$ cat src/rtl/xprs_pkg.sv
// Shared widths, FSM encoding and source IDs for the xprs write-port arbiter.
package xprs_pkg;

    localparam int XLEN       = 64;
    localparam int NREGS      = 32;
    localparam int REG_ADDR_W = 5;

    typedef enum logic {
        CLEAR = 1'b0,
        RUN   = 1'b1
    } state_e;

    localparam logic SRC_A = 1'b0;
    localparam logic SRC_B = 1'b1;

endpackage

$ cat src/rtl/rr_arb2.sv
// Two-way round-robin arbiter. The priority flop names the side that wins a
// conflict and flips to the other side after every grant. It holds while
// nothing is granted.
module rr_arb2
    import xprs_pkg::*;
(
    input  logic       clk_i,
    input  logic       reset_i,
    input  logic [1:0] req_i,
    input  logic       en_i,
    output logic [1:0] gnt_o
);

    logic pri_q;
    logic pri_d;

    // Pick a winner from the requests and compute the rotated priority
    always_comb begin
        gnt_o = 2'b00;
        pri_d = pri_q;
        if (en_i) begin
            case (req_i)
                2'b01:   gnt_o = 2'b01;
                2'b10:   gnt_o = 2'b10;
                2'b11:   gnt_o = (pri_q == SRC_A) ? 2'b01 : 2'b10;
                default: gnt_o = 2'b00;
            endcase
        end
        if (gnt_o[SRC_A]) begin
            pri_d = SRC_B;
        end else if (gnt_o[SRC_B]) begin
            pri_d = SRC_A;
        end
    end

    // Priority register, favours A out of reset
    always_ff @(posedge clk_i or posedge reset_i) begin
        if (reset_i) begin
            pri_q <= SRC_A;
        end else begin
            pri_q <= pri_d;
        end
    end

endmodule

$ cat src/rtl/xprs_wport_arb.sv
// Owner of the xprs write port. Out of reset it clears x1..x(NREGS-1) one
// register per cycle, then shares the port between the ALU writeback (A) and
// the load writeback (B) with round-robin arbitration and zero added latency.
//
//  state | meaning
//  CLEAR | writing 0 to register cnt, sources are held off
//  RUN   | port granted to A or B from valids, stall and priority
module xprs_wport_arb #(
    parameter int XLEN  = 64,
    parameter int NREGS = 32
) (
    input  logic            clk_i,
    input  logic            reset_i,
    input  logic            stall_i,
    input  logic            a_valid_i,
    input  logic [4:0]      a_rd_i,
    input  logic [XLEN-1:0] a_d_i,
    output logic            a_ready_o,
    input  logic            b_valid_i,
    input  logic [4:0]      b_rd_i,
    input  logic [XLEN-1:0] b_d_i,
    output logic            b_ready_o,
    output logic            we_o,
    output logic [4:0]      rd_o,
    output logic [XLEN-1:0] d_o,
    output logic            init_done_o
);

    import xprs_pkg::*;

    localparam logic [REG_ADDR_W-1:0] LAST_REG = REG_ADDR_W'(NREGS - 1);

    state_e                state_q;
    state_e                state_d;
    logic [REG_ADDR_W-1:0] cnt_q;
    logic [REG_ADDR_W-1:0] cnt_d;
    logic                  init_done_q;
    logic                  init_done_d;
    logic                  arb_en;
    logic [1:0]            gnt;

    assign arb_en = (state_q == RUN) && !stall_i;

    rr_arb2 u_arb (
        .clk_i   (clk_i),
        .reset_i (reset_i),
        .req_i   ({b_valid_i, a_valid_i}),
        .en_i    (arb_en),
        .gnt_o   (gnt)
    );

    // Clear-pass sequencing: advance cnt and leave CLEAR after the last register
    always_comb begin
        state_d     = state_q;
        cnt_d       = cnt_q;
        init_done_d = init_done_q;
        if (state_q == CLEAR) begin
            cnt_d = cnt_q + 1'b1;
            if (cnt_q == LAST_REG) begin
                state_d     = RUN;
                init_done_d = 1'b1;
            end
        end
    end

    // State, clear counter and done flag
    always_ff @(posedge clk_i or posedge reset_i) begin
        if (reset_i) begin
            state_q     <= CLEAR;
            cnt_q       <= REG_ADDR_W'(1);
            init_done_q <= 1'b0;
        end else begin
            state_q     <= state_d;
            cnt_q       <= cnt_d;
            init_done_q <= init_done_d;
        end
    end

    // Write-port mux; reset is folded in so the port is quiet while reset is held
    always_comb begin
        we_o      = 1'b0;
        rd_o      = '0;
        d_o       = '0;
        a_ready_o = 1'b0;
        b_ready_o = 1'b0;
        if (!reset_i) begin
            if (state_q == CLEAR) begin
                we_o = 1'b1;
                rd_o = cnt_q;
            end else if (gnt[SRC_A]) begin
                a_ready_o = 1'b1;
                we_o      = (a_rd_i != 5'd0);
                rd_o      = a_rd_i;
                d_o       = a_d_i;
            end else if (gnt[SRC_B]) begin
                b_ready_o = 1'b1;
                we_o      = (b_rd_i != 5'd0);
                rd_o      = b_rd_i;
                d_o       = b_d_i;
            end
        end
    end

    assign init_done_o = init_done_q;

endmodule

$ cat config.mk
export PLATFORM = sky130hd
export DESIGN_NAME = xprs_wport_arb
export DESIGN_NICKNAME = d
export VERILOG_FILES = /design/src/rtl/xprs_pkg.sv /design/src/rtl/rr_arb2.sv /design/src/rtl/xprs_wport_arb.sv
export SDC_FILE = /design/constraint.sdc
export NUM_CORES = 1
export LEC_CHECK = 0
export ABC_AREA = 1
export CORE_AREA = 2 2 83 85
export CTS_CLUSTER_DIAMETER = 40
export CTS_CLUSTER_SIZE = 16
export DETAILED_ROUTE_END_ITERATION = 10
export DIE_AREA = 0 0 85 87
export PLACE_DENSITY = 0.85
export REMOVE_ABC_BUFFERS = 1
export SETUP_SLACK_MARGIN = 0.05
export SLEW_MARGIN = 10
export SYNTH_ARGS = -nofsm -noshare
export SYNTH_HDL_FRONTEND = slang
export SYNTH_HIERARCHICAL = 1
export SYNTH_SLANG_ARGS = --single-unit
export TNS_END_PERCENT = 20
$ cat constraint.sdc
create_clock -name clk_i -period 4.7 [get_ports clk_i]
set_input_delay 1.41 -clock clk_i [delete_from_list [all_inputs] [get_ports clk_i]]
set_output_delay 1.41 -clock clk_i [all_outputs]
set_load 0.005 [all_outputs]
==> impl_metrics.toml, run 1 <==
[power]
intPower_mw = 0.288
power_leakage_nw = 2.13
seqPwrFrac_pct = 18.0
p_switching_mw = 0.109
p_clk_share_pct = 21.8
peakVddDrop_v = 0.000134
p_per_area_nw_per_um2 = 107
combPwrFrac_pct = 60.2
finalPower_mw = 0.398
sw_frac_of_total_pct = 27.5

[finish]
utilization_pct = 56.5
fin_cells = 587
drive_above_1_share_pct = 5.92
area_growth_pct = 165
final_area_um2 = 3710
antenna_cells = 0
nets = 653

[grt]
overflow = 0
grt_pass1_vias = 2469
grtUsageTotal_pct = 21.1
grt_max_degree = 28
grt_pass1_wl_mm = 12.6
antenna_found_initial = 1

[setup_path]
crit_arrival_ns = 3.18
reg2reg_depth = 4
critPathMaxFanout = 17
crit_type = "input pin to output pin"
worstSetupStartpointType = "input pin"
rr_startpoint = "cnt_q[1]"
timing.rr.end = "state_q"
cp-end-kind = "output pin"
r2r_slack_ns = 3.33
worstPathRequired_ns = 3.29

[route]
antenna_left = 0
routed_wirelength_mm = 8.60
via_per_inst = 4.39
wl_per_cell_um = 14.6
route.detailed.drc = 0
firstDrtPassIters = 5
num_vias = 2576
drt_iter0_drc = 75

[yosys]
synthDistinctLibCells = 20
yosysSeqAreaShare_pct = 14.4
yosys.area.top_type = "nand2_1"
syn_inst = 291
synth_area_um2 = 1400
synth.avg_cell_area_um2 = 4.82
synth_seq_cells = 8
yosys-top-cells-area = "nand2_1 (59%), dfrtp_1 (13%), buf_6 (7.2%), nor2_1 (2.9%), inv_1 (2.4%)"
yosysWarningCount = 6
netlist.area_leader.share_pct = 59.5

[sta]
maxSlewViolCount = 0
finalCritPeriodShare_pct = 97.6
slew_headroom_pct = 84.9
worst_pin_slew_ns = 0.226
fin_crit_ns = 4.59
setup_viol = 0
finalSetupTns_ns = 0
hold_violations = 0
holdWs_ns = 0.492
finClkSkew_ns = 0.00264
rsz0062_at_grt = "true"
fmax_mhz = 218
final.setup.worst_slack_ns = 0.111

[place]
dpl.hpwl_mm = 6.75
placed_cell_area_um2 = 3630
placed_cells = 580
io_buffers = 215
dp_slack_ns = -0.171
place.gp.congestion = 0.917

[floorplan]
core.rowCount = 30
coreArea_um2 = 6570
die_height_um = 87
io_pins = 216
start_util_pct = 21.3
die_w_um = 85
die_area_um2 = 7400

[clock_network]
cts_tree = "done"
numCtsBuffers = 3
clkTransAtPathRegs_ns = 0.04
cts.sinks = 8
cts_hold_buffers = 0
clk_latency_ns = 0.23
root_buffer = "clkbuf_8"
clockBufferDepth = 2
htreeDepth = 1

[worst_hold_path]
min_from = "init_done_o"
min_to = "init_done_o"
hold_depth = 1
hold_path_class = "flop to flop"

[job]
cap_violations = 0

[run_status]
status = "finished, final reports clean"
-- how the worst max path moves through the flow --
stage               startpoint  endpoint  slack [ns]  depth (start not counted)
floorplan              stall_i   rd_o[2]        0.48                          9
global placement       stall_i   d_o[19]       -0.14                         12
detailed placement     stall_i   d_o[30]       -0.17                         12
CTS                    stall_i   d_o[23]       -0.12                         12
global route           stall_i   d_o[51]        0.02                         13
finish                 stall_i   d_o[55]        0.11                         13
-- cell type report --
type | count | area, um^2
well taps | 80 | 100
fillers | 653 | 2860
clock buffers | 4 | 45.0
multi-input cells | 255 | 1030
flip-flops and latches | 8 | 201
repair buffers | 228 | 2280
inverters | 12 | 52.6
-- logic make-up (layout without fill, tap and decap cells) --
| kind of cell | count (synthesis) | in the layout | share of synthesized area [%] |
|---|---|---|---|
| flops | 8 | 8 | 14.4 |
| buf+inv | 28 | 244 | 13.1 |
| xor+xnor | 2 | 2 | 1.25 |
| compound gates | 11 | 11 | 4.29 |
| fa+ha+maj | 2 | 2 | 1.79 |
| simple gates | 240 | 240 | 65.2 |
-- routing by layer --
| layer | up-vias | wire length [um] | GRT usage, % |
|---|---|---|---|
| met2 | 133 | 4140 | 36.2 |
| met5 | - | 13 | 0 |
| met4 | 2 | 199 | 5.92 |
| li1 | 1300 | - | - |
| met1 | 1123 | 3440 | 26.2 |
| met3 | 18 | 806 | 5.21 |
-- critical path: stages --
cell and delay [ns]:
clkdlybuf4s50_1 0.41, nor2_1 0.12, nand2_1 0.09, a21oi_2 0.15, inv_2 0.06, nor2_4 0.13, nand2_2 0.08, clkinv_4 0.08
buf_6 0.13, buf_16 0.15, nand2_1 0.06, nand2_1 0.06, dlygate4sd2_1 0.25
-- cells in the final DEF (no fill, tap or decap), types with 2 or more instances in the layout --
cell / Yosys / routed
dlymetal6s2s_1: 0 / 5
clkdlybuf4s50_1: 0 / 145
nor2_1: 11 / 9
dfrtp_1: 7 / 7
buf_4: 1 / 4
ha_1: 2 / 2
clkbuf_8: 0 / 3
nor2_2: 1 / 2
a21oi_1: 6 / 5
inv_1: 9 / 7
o21ai_0: 3 / 3
nand3_1: 4 / 4
buf_12: 0 / 4
buf_6: 9 / 3
dlygate4sd2_1: 0 / 64
nand2_2: 0 / 2
nand2_1: 222 / 220
inv_2: 3 / 3
-- state kept, by name, indices dropped and copies added, names as in the netlist --
| signal | flops |
|---|---|
| init_done_o | 1 |
| u_arb/pri_q | 1 |
| state_q | 1 |
| cnt_q | 5 |
-- cell usage after synthesis --
cell        n
buf_4       1
nor2_2      1
xor2_1      1
ha_1        2
and3_1      1
o211ai_1    1
xnor2_1     1
inv_1       9
a21o_1      1
nor2_1     11
dfstp_2     1
buf_6       9
dfrtp_1     7
or2_2       1
nand2_1   222
nand3_1     4
a21oi_1     6
inv_2       3
buf_2       6
o21ai_0     3
-- power groups by stage --
stage / Clock, mW / Combinational [mW] / Sequential, mW
2_1_floorplan: 0 / 0.0474 / 0.0722
3_3_place_gp: 0 / 0.245 / 0.0723
3_5_place_dp: 0 / 0.247 / 0.0725
4_1_cts: 0.0895 / 0.234 / 0.0715
5_1_grt: 0.0951 / 0.258 / 0.0718
6_report: 0.0868 / 0.239 / 0.0715
-- repair_timing --
item                                    in CTS  in global routing
endpoints found under the setup margin      66                 62
cloned                                       1                  1
setup buffers                                0                  1
pin swaps                                    0                  3
gates resized for setup                     71                 19
(Power assumes the default switching activity.)
==> run 2: changes to the inputs <==
- CORE_AREA: 2 2 83 85 -> not set
- CORE_MARGIN: not set -> 10
- CORE_UTILIZATION: not set -> 25
- DIE_AREA: 0 0 85 87 -> not set
- PLACE_DENSITY: 0.85 -> 0.95
==> run 2 against run 1 <==
Register-to-register slack is essentially flat. Cell area shrank 1.3%. Hold slack lost 0.016 ns. Sequential power is essentially flat. Via count shrank 0.19%. Count of clock-buffer cells in the layout is the same. Clock skew shrank 0.0016 ns. First-iteration DRC count grew 39%. Clock power grew 0.9%. Die area grew 22%. Global-route usage shrank 0.39 points. Largest power group unchanged. Highest routed layer is now met4.
==> impl_metrics.toml, run 2 (synthesized netlist as in run 1, its figures left out) <==
[clock_network]
cts_hold_buffers = 0
root_buffer = "clkbuf_8"
clkTransAtPathRegs_ns = 0.04
clk_latency_ns = 0.23
clockBufferDepth = 2
cts.sinks = 8
cts_tree = "done"
numCtsBuffers = 3
htreeDepth = 1

[worst_hold_path]
min_to = "init_done_o"
hold_depth = 1
min_from = "init_done_o"
hold_path_class = "flop to flop"

[sta]
setup_viol = 0
worst_pin_slew_ns = 0.266
finClkSkew_ns = 0.00101
slew_headroom_pct = 82.3
final.setup.worst_slack_ns = 0.0924
maxSlewViolCount = 0
hold_violations = 0
fmax_mhz = 217
finalCritPeriodShare_pct = 98.0
holdWs_ns = 0.477
rsz0062_at_grt = "true"
fin_crit_ns = 4.61

[route]
num_vias = 2571
drt_iter0_drc = 104
antenna_left = 0
via_per_inst = 4.46
routed_wirelength_mm = 10.2
route.detailed.drc = 0
wl_per_cell_um = 17.7
firstDrtPassIters = 5

[finish]
largest_register_ffs = 5
antenna_cells = 0
final_cell_mix = "nand2_1 (221), clkdlybuf4s50_1 (147), dlygate4sd2_1 (37)"
top_register = "cnt_q"
drive_above_1_share_pct = 7.13
nets = 651
final_common_cell = "nand2_1"
utilization_pct = 66.9
final_area_um2 = 3660
area_growth_pct = 161

[place]
place.gp.congestion = 0.951
dp_slack_ns = -0.142
dpl.hpwl_mm = 8.61
io_buffers = 215
placed_cell_area_um2 = 3600

[grt]
grt_pass1_vias = 2474
grt_pass1_wl_mm = 14.6
grtUsageTotal_pct = 20.7
overflow = 0
grt_max_degree = 37
antenna_found_initial = 0

[setup_path]
cp-end-kind = "output pin"
crit_arrival_ns = 3.20
worstPathRequired_ns = 3.29
critPathMaxFanout = 18
reg2reg_depth = 4
rr_startpoint = "cnt_q[1]"
r2r_slack_ns = 3.34
crit_type = "input pin to output pin"
timing.rr.end = "state_q"
worstSetupStartpointType = "input pin"

[floorplan]
die_w_um = 94.9
io_pins = 216
die_area_um2 = 9000
core.rowCount = 27
coreArea_um2 = 5470
die_height_um = 94.9
start_util_pct = 25.6

[power]
peakVddDrop_v = 0.000183
p_per_area_nw_per_um2 = 108
finalPower_mw = 0.395
power_leakage_nw = 2.09

[run_status]
status = "finished, final reports clean"

[job]
cap_violations = 0
==> run 2: worst max-delay path, stage by stage <==
cell and delay, ns:
clkdlybuf4s50_1 0.41, nor2_2 0.09, nand2_1 0.09, a21oi_2 0.12, inv_1 0.06, nor2_2 0.10, nand2_1 0.10, inv_4 0.07
buf_12 0.13, nand2_1 0.05, nand2_1 0.05, clkdlybuf4s50_1 0.51
==> run 2: stage by stage <==
stage / instances / setup TNS [ns]
2_1_floorplan: 275 / 0
3_3_place_gp: 571 / -4.54
3_5_place_dp: 571 / -4.88
4_1_cts: 576 / -0.00254
5_1_grt: 577 / -0.0967
6_report: 577 / 0
==> run 2: layout make-up <==
| cell class | count | area [um^2] |
|---|---|---|
| Timing Repair Buffer | 226 | 2250 |
| Fill cell | 470 | 1810 |
| Multi-Input combinational cell | 255 | 1030 |
| Sequential cell | 8 | 201 |
| Tap cell | 72 | 90.1 |
| Inverter | 12 | 47.5 |
| Clock buffer | 4 | 45.0 |
==> run 2: timing repair <==
action,4_1_cts,5_1_grt
buffers inserted,0,1
endpoints found under the hold margin,0,0
resized for setup,70,46
pin swaps,3,0
gates cloned,1,0
setup endpoints to repair,68,13
==> run 2: where the power goes <==
group	total [mW]	switching (mW)	internal, mW	leakage, nW
clock network	0.0876	0.0287	0.0589	0.0228
registers	0.0715	0.000971	0.0705	0.0955
logic	0.236	0.0781	0.158	1.98
==> run 2: worst max path at each step <==
stage / startpoint / to / slack, ns
after global placement: stall_i / d_o[19] / -0.14
after floorplan: stall_i / rd_o[2] / 0.48
final: stall_i / d_o[30] / 0.09
after detailed placement: stall_i / rd_o[2] / -0.14
after global routing: stall_i / d_o[30] / -0.04
after CTS: stall_i / d_o[18] / -0.003
==> run 2: layer usage <==
| metal | global-route usage [%] | vias up | part of all wire (%) | wire length, um |
|---|---|---|---|---|
| li1 | - | 1294 | - | - |
| met1 | 22.3 | 1130 | 34 | 3510 |
| met2 | 39.5 | 134 | 53 | 5440 |
| met3 | 5.55 | 13 | 11 | 1080 |
| met4 | 3.74 | 0 | 1.7 | 176 |
| met5 | 0 | - | 0 | 0 |
